===== config.mk =====
export PLATFORM = sky130hd
export DESIGN_NAME = alu_muldiv_unit_flat
export DESIGN_NICKNAME = d
export VERILOG_FILES = /design/src/rtl/alu_muldiv_unit_if.sv /design/src/rtl/alu_muldiv_unit.sv /design/src/flat_wrapper.sv
export SDC_FILE = /design/constraint.sdc
export NUM_CORES = 1
export LEC_CHECK = 0
export BUFFER_PORTS_ARGS = -buffer_cell sky130_fd_sc_hd__buf_2
export CORE_MARGIN = 2
export CORE_UTILIZATION = 62
export CTS_CLUSTER_DIAMETER = 50
export DETAILED_ROUTE_END_ITERATION = 12
export GPL_TIMING_DRIVEN = 0
export MAX_ROUTING_LAYER = met4
export PLACE_DENSITY = 0.82
export SLEW_MARGIN = 10
export SYNTH_ARGS = -nofsm -noshare
export SYNTH_HDL_FRONTEND = slang
export SYNTH_SLANG_ARGS = --single-unit

===== constraint.sdc =====
create_clock -name clk -period 8.5 [get_ports clk]
set_input_delay 1.7 -clock clk [delete_from_list [all_inputs] [get_ports clk]]
set_output_delay 1.7 -clock clk [all_outputs]
set_load 0.02 [all_outputs]

===== src/rtl/alu_muldiv_unit_if.sv =====
// Request/result bundle between the ALU controller and the multiply/divide unit.
// The controller side drives the op request; the unit side returns status and HI/LO.
interface alu_muldiv_unit_if #(
    parameter int WIDTH = 32
);
    logic             start;
    logic [2:0]       MdOp;
    logic             Sign;
    logic [WIDTH-1:0] A;
    logic [WIDTH-1:0] B;
    logic             busy;
    logic             done;
    logic [WIDTH-1:0] HI;
    logic [WIDTH-1:0] LO;

    modport master (
        output start, MdOp, Sign, A, B,
        input  busy, done, HI, LO
    );

    modport slave (
        input  start, MdOp, Sign, A, B,
        output busy, done, HI, LO
    );
endinterface


===== src/rtl/alu_muldiv_unit.sv =====
// Iterative multiply (shift-add) / restoring divide unit with HI/LO result registers.
// Operands are processed as magnitudes; signs are reapplied in a single fixup cycle.
module alu_muldiv_unit #(
    parameter int WIDTH = 32
) (
    input logic              clk,
    input logic              reset,
    alu_muldiv_unit_if.slave bus
);
    localparam int CW = $clog2(WIDTH);

    localparam logic [2:0] OP_MULT = 3'b001;
    localparam logic [2:0] OP_DIV  = 3'b010;
    localparam logic [2:0] OP_MTHI = 3'b011;
    localparam logic [2:0] OP_MTLO = 3'b100;

    localparam logic [1:0] ST_IDLE = 2'd0;
    localparam logic [1:0] ST_CALC = 2'd1;
    localparam logic [1:0] ST_FIX  = 2'd2;

    localparam logic [CW-1:0] CNT_LAST = CW'(WIDTH - 1);

    function automatic logic [WIDTH-1:0] magnitude(input logic [WIDTH-1:0] v, input logic sgn);
        if (sgn && v[WIDTH-1]) begin
            magnitude = {WIDTH{1'b0}} - v;
        end else begin
            magnitude = v;
        end
    endfunction

    logic [1:0]       state_r;
    logic [CW-1:0]    cnt_r;
    logic             busy_r;
    logic             done_r;
    logic             is_div_r;
    logic             neg_res_r;
    logic             neg_rem_r;
    logic             div_zero_r;
    logic [WIDTH-1:0] acc_r;    // product high half / remainder
    logic [WIDTH-1:0] low_r;    // multiplier->product low half / dividend->quotient
    logic [WIDTH-1:0] opnd_r;   // multiplicand / divisor
    logic [WIDTH-1:0] a_raw_r;
    logic [WIDTH-1:0] hi_r;
    logic [WIDTH-1:0] lo_r;

    logic             launch_s;
    logic [WIDTH:0]   mul_sum_s;
    logic [WIDTH:0]   div_shift_s;
    logic [WIDTH:0]   div_diff_s;
    logic             div_bit_s;
    logic [WIDTH-1:0] acc_next_s;
    logic [WIDTH-1:0] low_next_s;
    logic [WIDTH-1:0] hi_fix_s;
    logic [WIDTH-1:0] lo_fix_s;

    // Accept a MULT/DIV only from IDLE; anything arriving while busy is dropped.
    always_comb begin
        launch_s = 1'b0;
        if (state_r == ST_IDLE && bus.start &&
            (bus.MdOp == OP_MULT || bus.MdOp == OP_DIV)) begin
            launch_s = 1'b1;
        end else begin
            launch_s = 1'b0;
        end
    end

    // One iteration of shift-add multiply or restoring divide.
    always_comb begin
        mul_sum_s   = {1'b0, acc_r} + (low_r[0] ? {1'b0, opnd_r} : {(WIDTH+1){1'b0}});
        div_shift_s = {acc_r, low_r[WIDTH-1]};
        if (div_shift_s >= {1'b0, opnd_r}) begin
            div_diff_s = div_shift_s - {1'b0, opnd_r};
            div_bit_s  = 1'b1;
        end else begin
            div_diff_s = div_shift_s;
            div_bit_s  = 1'b0;
        end
        if (is_div_r) begin
            acc_next_s = div_diff_s[WIDTH-1:0];
            low_next_s = {low_r[WIDTH-2:0], div_bit_s};
        end else begin
            acc_next_s = mul_sum_s[WIDTH:1];
            low_next_s = {mul_sum_s[0], low_r[WIDTH-1:1]};
        end
    end

    // Sign fixup; divide-by-zero bypasses it and reports the raw dividend in HI.
    always_comb begin
        hi_fix_s = acc_r;
        lo_fix_s = low_r;
        if (is_div_r) begin
            if (div_zero_r) begin
                hi_fix_s = a_raw_r;
                lo_fix_s = {WIDTH{1'b1}};
            end else begin
                hi_fix_s = neg_rem_r ? ({WIDTH{1'b0}} - acc_r) : acc_r;
                lo_fix_s = neg_res_r ? ({WIDTH{1'b0}} - low_r) : low_r;
            end
        end else begin
            if (neg_res_r) begin
                {hi_fix_s, lo_fix_s} = {(2*WIDTH){1'b0}} - {acc_r, low_r};
            end else begin
                {hi_fix_s, lo_fix_s} = {acc_r, low_r};
            end
        end
    end

    // Control FSM: IDLE -> CALC (WIDTH cycles) -> FIX -> IDLE with done pulse.
    always_ff @(posedge clk) begin
        if (!reset) begin
            state_r <= ST_IDLE;
            cnt_r   <= {CW{1'b0}};
            busy_r  <= 1'b0;
            done_r  <= 1'b0;
        end else begin
            done_r <= 1'b0;
            case (state_r)
                ST_IDLE: begin
                    if (launch_s) begin
                        state_r <= ST_CALC;
                        cnt_r   <= {CW{1'b0}};
                        busy_r  <= 1'b1;
                    end
                end
                ST_CALC: begin
                    cnt_r <= cnt_r + {{(CW-1){1'b0}}, 1'b1};
                    if (cnt_r == CNT_LAST) begin
                        state_r <= ST_FIX;
                    end
                end
                ST_FIX: begin
                    state_r <= ST_IDLE;
                    busy_r  <= 1'b0;
                    done_r  <= 1'b1;
                end
                default: begin
                    state_r <= ST_IDLE;
                    busy_r  <= 1'b0;
                end
            endcase
        end
    end

    // Datapath: operand capture, iteration, HI/LO writes.
    always_ff @(posedge clk) begin
        if (!reset) begin
            is_div_r   <= 1'b0;
            neg_res_r  <= 1'b0;
            neg_rem_r  <= 1'b0;
            div_zero_r <= 1'b0;
            acc_r      <= {WIDTH{1'b0}};
            low_r      <= {WIDTH{1'b0}};
            opnd_r     <= {WIDTH{1'b0}};
            a_raw_r    <= {WIDTH{1'b0}};
            hi_r       <= {WIDTH{1'b0}};
            lo_r       <= {WIDTH{1'b0}};
        end else begin
            case (state_r)
                ST_IDLE: begin
                    if (bus.start) begin
                        case (bus.MdOp)
                            OP_MULT, OP_DIV: begin
                                is_div_r   <= (bus.MdOp == OP_DIV);
                                neg_res_r  <= bus.Sign & (bus.A[WIDTH-1] ^ bus.B[WIDTH-1]);
                                neg_rem_r  <= bus.Sign & bus.A[WIDTH-1];
                                div_zero_r <= (bus.MdOp == OP_DIV) && (bus.B == {WIDTH{1'b0}});
                                acc_r      <= {WIDTH{1'b0}};
                                low_r      <= magnitude(bus.A, bus.Sign);
                                opnd_r     <= magnitude(bus.B, bus.Sign);
                                a_raw_r    <= bus.A;
                            end
                            OP_MTHI: hi_r <= bus.A;
                            OP_MTLO: lo_r <= bus.A;
                            default: ;
                        endcase
                    end
                end
                ST_CALC: begin
                    acc_r <= acc_next_s;
                    low_r <= low_next_s;
                end
                ST_FIX: begin
                    hi_r <= hi_fix_s;
                    lo_r <= lo_fix_s;
                end
                default: ;
            endcase
        end
    end

    assign bus.busy = busy_r;
    assign bus.done = done_r;
    assign bus.HI   = hi_r;
    assign bus.LO   = lo_r;
endmodule

===== src/flat_wrapper.sv =====
// flat-port wrapper written by rule: the top's interface ports become plain ports
module alu_muldiv_unit_flat 
#(
    parameter int WIDTH = 32
)
  (clk, reset, bus_start, bus_MdOp, bus_Sign, bus_A, bus_B, bus_busy, bus_done, bus_HI, bus_LO);
  alu_muldiv_unit_if #(.WIDTH(WIDTH)) bus_i ();
  input logic clk;
  input logic reset;
  input wire logic [$bits(bus_i.start)-1:0] bus_start;
  input wire logic [$bits(bus_i.MdOp)-1:0] bus_MdOp;
  input wire logic [$bits(bus_i.Sign)-1:0] bus_Sign;
  input wire logic [$bits(bus_i.A)-1:0] bus_A;
  input wire logic [$bits(bus_i.B)-1:0] bus_B;
  output wire logic [$bits(bus_i.busy)-1:0] bus_busy;
  output wire logic [$bits(bus_i.done)-1:0] bus_done;
  output wire logic [$bits(bus_i.HI)-1:0] bus_HI;
  output wire logic [$bits(bus_i.LO)-1:0] bus_LO;
  assign bus_i.start = bus_start;
  assign bus_i.MdOp = bus_MdOp;
  assign bus_i.Sign = bus_Sign;
  assign bus_i.A = bus_A;
  assign bus_i.B = bus_B;
  assign bus_busy = bus_i.busy;
  assign bus_done = bus_i.done;
  assign bus_HI = bus_i.HI;
  assign bus_LO = bus_i.LO;
  alu_muldiv_unit #(.WIDTH(WIDTH)) u_core (.clk(clk), .reset(reset), .bus(bus_i));
endmodule

==> results.json <==
{
  "cts_hold_buf": 0,
  "root_buffer": "clkbuf_16",
  "routedWlPerCell_um": 25.6,
  "dp_slack_ns": 3.68,
  "crit-reg2reg-launch": "u_core.low_r[0]",
  "worst_slew_margin_rel_pct": 25.0,
  "powerDensity_mw_per_mm2": 164,
  "synthTopCellsByArea": "dfxtp_1 25%, a21oi_1 6.1%, ha_1 5.4%",
  "rrSetupSlack_ns": 4.15,
  "grt_pass1_wl_um": 100000,
  "placed_cell_area_mm2": 0.0172,
  "cp.depth": 8,
  "drive_above_1_share_pct": 9.65,
  "io_pins": 137,
  "row_count": 59,
  "cts.sinks": 205,
  "postCtsSetupBuffers": 0,
  "synth_commonest_cells": "226 x nand2_1, 205 x dfxtp_1, 197 x a21oi_1",
  "clkSlewWorstSetupHoldPaths_ns": 0.06,
  "grt-ovfl-total": 0,
  "fin_skew_ns": 0.0304,
  "crit_type": "in -> reg",
  "start_util_pct": 62.6,
  "die_h_um": 165,
  "peakVddDrop_v": 0.000176,
  "critPathMaxFanout": 10,
  "cp.required_ns": 9.00,
  "worstSetupStartpointType": "input pin",
  "num_vias": 18800,
  "hold_path_depth": 2,
  "cts_tree": "done",
  "crit_path_end_kind": "register",
  "status": "finished clean",
  "power_leakage_nw": 7.33,
  "grt_pass1_vias": 17100,
  "cts_buffers": 30,
  "drt_drc_violations_left": 0,
  "clock_path_buffers": 3,
  "reg2reg_depth": 13,
  "tightest_slew_ns": 1.13,
  "port-buffer-count": 129,
  "hold_ws_ns": 0.458,
  "nNetsFinal": 2464,
  "cp-startpoint": "reset",
  "track_usage_pct": 50.2,
  "drt_iter0_markers": 3119,
  "final_area_mm2": 0.0182,
  "reg2reg_to": "u_core.acc_r[28]",
  "max_stage_delay_ns": 0.66,
  "grt_max_degree": 15,
  "ys_seq_area_share_pct": 25.4,
  "async_flop_share_pct": 0,
  "synth_area_per_cell_um2": 7.47,
  "synth_edf_count": 0,
  "avgViaCountPerCell": 7.01,
  "cts.repair.resized": 0,
  "period_minus_slack_ns": 4.48,
  "finalSetupViolCount": 0,
  "netlist_instances": 2160,
  "period_share_pct": 52.7,
  "syn_to_final_growth_pct": 12.8,
  "antenna_left": 0,
  "critPathSlowestCell": "nor2_1",
  "routed_wirelength_um": 68500,
  "place_congestion": 1.08,
  "worstPathArrival_ns": 4.97,
  "p_total_mw": 2.98,
  "antenna_found_initial": 1,
  "dp_hpwl_um": 51700,
  "synth_top_area_share_pct": 25.4,
  "synthFlopType": "dfxtp_1",
  "ys_ff_latch": 205,
  "yosys.cell_count.top_type": "nand2_1",
  "setup_ws_ns": 4.02,
  "core-area_mm2": 0.0258,
  "die_area_mm2": 0.0273,
  "yosysWarnings": 0,
  "worstPathCellList": "clkbuf_1 > inv_1 > clkbuf_1 > nor2_1 > nand2_1 > nor2_1 > o2111ai_1 > nand3_1",
  "worst_skew_pair.late_latency_ns": 0.58,
  "synth.distinct_cells": 83,
  "fmax_mhz": 223,
  "synth.net_count": 2303,
  "max_cap_viol_count": 0,
  "setup-tns-final_ns": 0,
  "yosys.area.top_type": "dfxtp_1",
  "cp_top_family": "simple AND/OR/NAND/NOR gates",
  "first_pass_iters": 7,
  "htreeDepth": 1,
  "hp-class": "reg -> reg",
  "slew_viol_final": 0,
  "syn_area_mm2": 0.0161,
  "finalHoldViolCount": 0,
  "crit_end": "u_core.acc_r[24]",
  "rsz0062_at_grt": "false",
  "die_w_um": 165,
  "crit_buf_inv": 3
}
per-layer routing:
layer / wire length (µm) / track usage (%)
met4: 7120 / 43.3
met2: 27800 / 71.1
met1: 24300 / 60.8
met5: 0 / -
met3: 9200 / 9.74
power by group:
group | leakage (nW) | internal, mW | switching (mW)
combinational | 5.18 | 0.222 | 0.472
sequential | 1.67 | 1.00 | 0.0343
clock | 0.483 | 0.711 | 0.539
total | 7.33 | 1.93 | 1.05
cell usage in the layout (no fill, tap or decap), types with 16 or more instances in the layout:
cell type / Yosys / routed
mux2i_1: 73 / 73
xor2_1: 100 / 100
o31ai_1: 28 / 28
or3_1: 23 / 23
o41ai_1: 17 / 17
o211ai_1: 18 / 18
clkbuf_16: 0 / 31
a22oi_1: 17 / 17
a21oi_1: 197 / 197
nand3_1: 35 / 35
dfxtp_1: 205 / 205
o21ai_1: 45 / 45
a221oi_1: 50 / 50
inv_1: 73 / 73
buf_2: 14 / 143
xnor2_1: 83 / 83
a31oi_1: 18 / 18
or4_1: 16 / 16
a21o_1: 19 / 19
clkbuf_1: 150 / 153
ha_1: 70 / 70
and3_1: 23 / 23
nor4_1: 27 / 27
nor2_1: 189 / 189
o21ai_0: 103 / 103
nor3_1: 42 / 42
nand2_1: 226 / 226
a211oi_1: 74 / 74
cell families (layout without fill, tap and decap cells):
family                   Yosys count  after routing  share of synthesized area [%]
flip-flops                       205            205                           25.4
AO/OA/AOI/OAI                    682            682                           27.5
XOR/XNOR                         183            183                           9.94
other                              0              1                              0
adder cells (fa/ha/maj)           72             72                           5.68
buffers and inverters            255            438                           6.14
multiplexers                      79             79                           4.95
AND/OR/NAND/NOR                  684            684                           20.4
area by class of cell:
cell class | instances | area, µm²
inverters | 74 | 278
flip-flops and latches | 205 | 4100
repair buffers | 129 | 646
multi-input cells | 1700 | 11000
fillers | 2202 | 7580
clock inverters | 17 | 161
well taps | 335 | 419
clock buffers | 37 | 828
diodes | 1 | 2.50
plain buffers | 181 | 713
metrics by stage:
step | utilization (%) | cells
after CTS | 70.6 | 2678
final | 70.6 | 2679
after global placement | 66.7 | 2624
after global routing | 70.6 | 2679
after detailed placement | 66.7 | 2624
after floorplan | - | 2160
tightest hold or removal path, delay by kind of cell (launching register included):
| kind | cells | cell delay (ns) |
|---|---|---|
| DFF | 1 | 0.31 |
| and+or+nand+nor | 1 | 0.05 |
| AOI/OAI and AO/OA | 1 | 0.05 |
worst min-delay path by stage:
stage	from	endpoint	slack (ns)
final	u_core.a_raw_r[21]	u_core.a_raw_r[21]	0.46
after global routing	u_core.a_raw_r[24]	u_core.a_raw_r[24]	0.47
after CTS	u_core.a_raw_r[24]	u_core.a_raw_r[24]	0.46
after detailed placement	u_core.a_raw_r[24]	u_core.a_raw_r[24]	0.45
after global placement	u_core.opnd_r[31]	u_core.opnd_r[31]	0.44
after floorplan	u_core.a_raw_r[28]	u_core.a_raw_r[28]	0.43
flip-flops by register name, summed over array words and instances (netlist names):
name,cells
u_core.bus.done,1
u_core.neg_rem_r,1
u_core.bus.HI,32
u_core.div_zero_r,1
u_core.low_r,32
u_core.neg_res_r,1
u_core.opnd_r,32
u_core.cnt_r,5
u_core.is_div_r,1
u_core.a_raw_r,32
u_core.state_r,2
u_core.acc_r,32
u_core.bus.LO,32
u_core.bus.busy,1
Power figures use the tool's default switching activity.
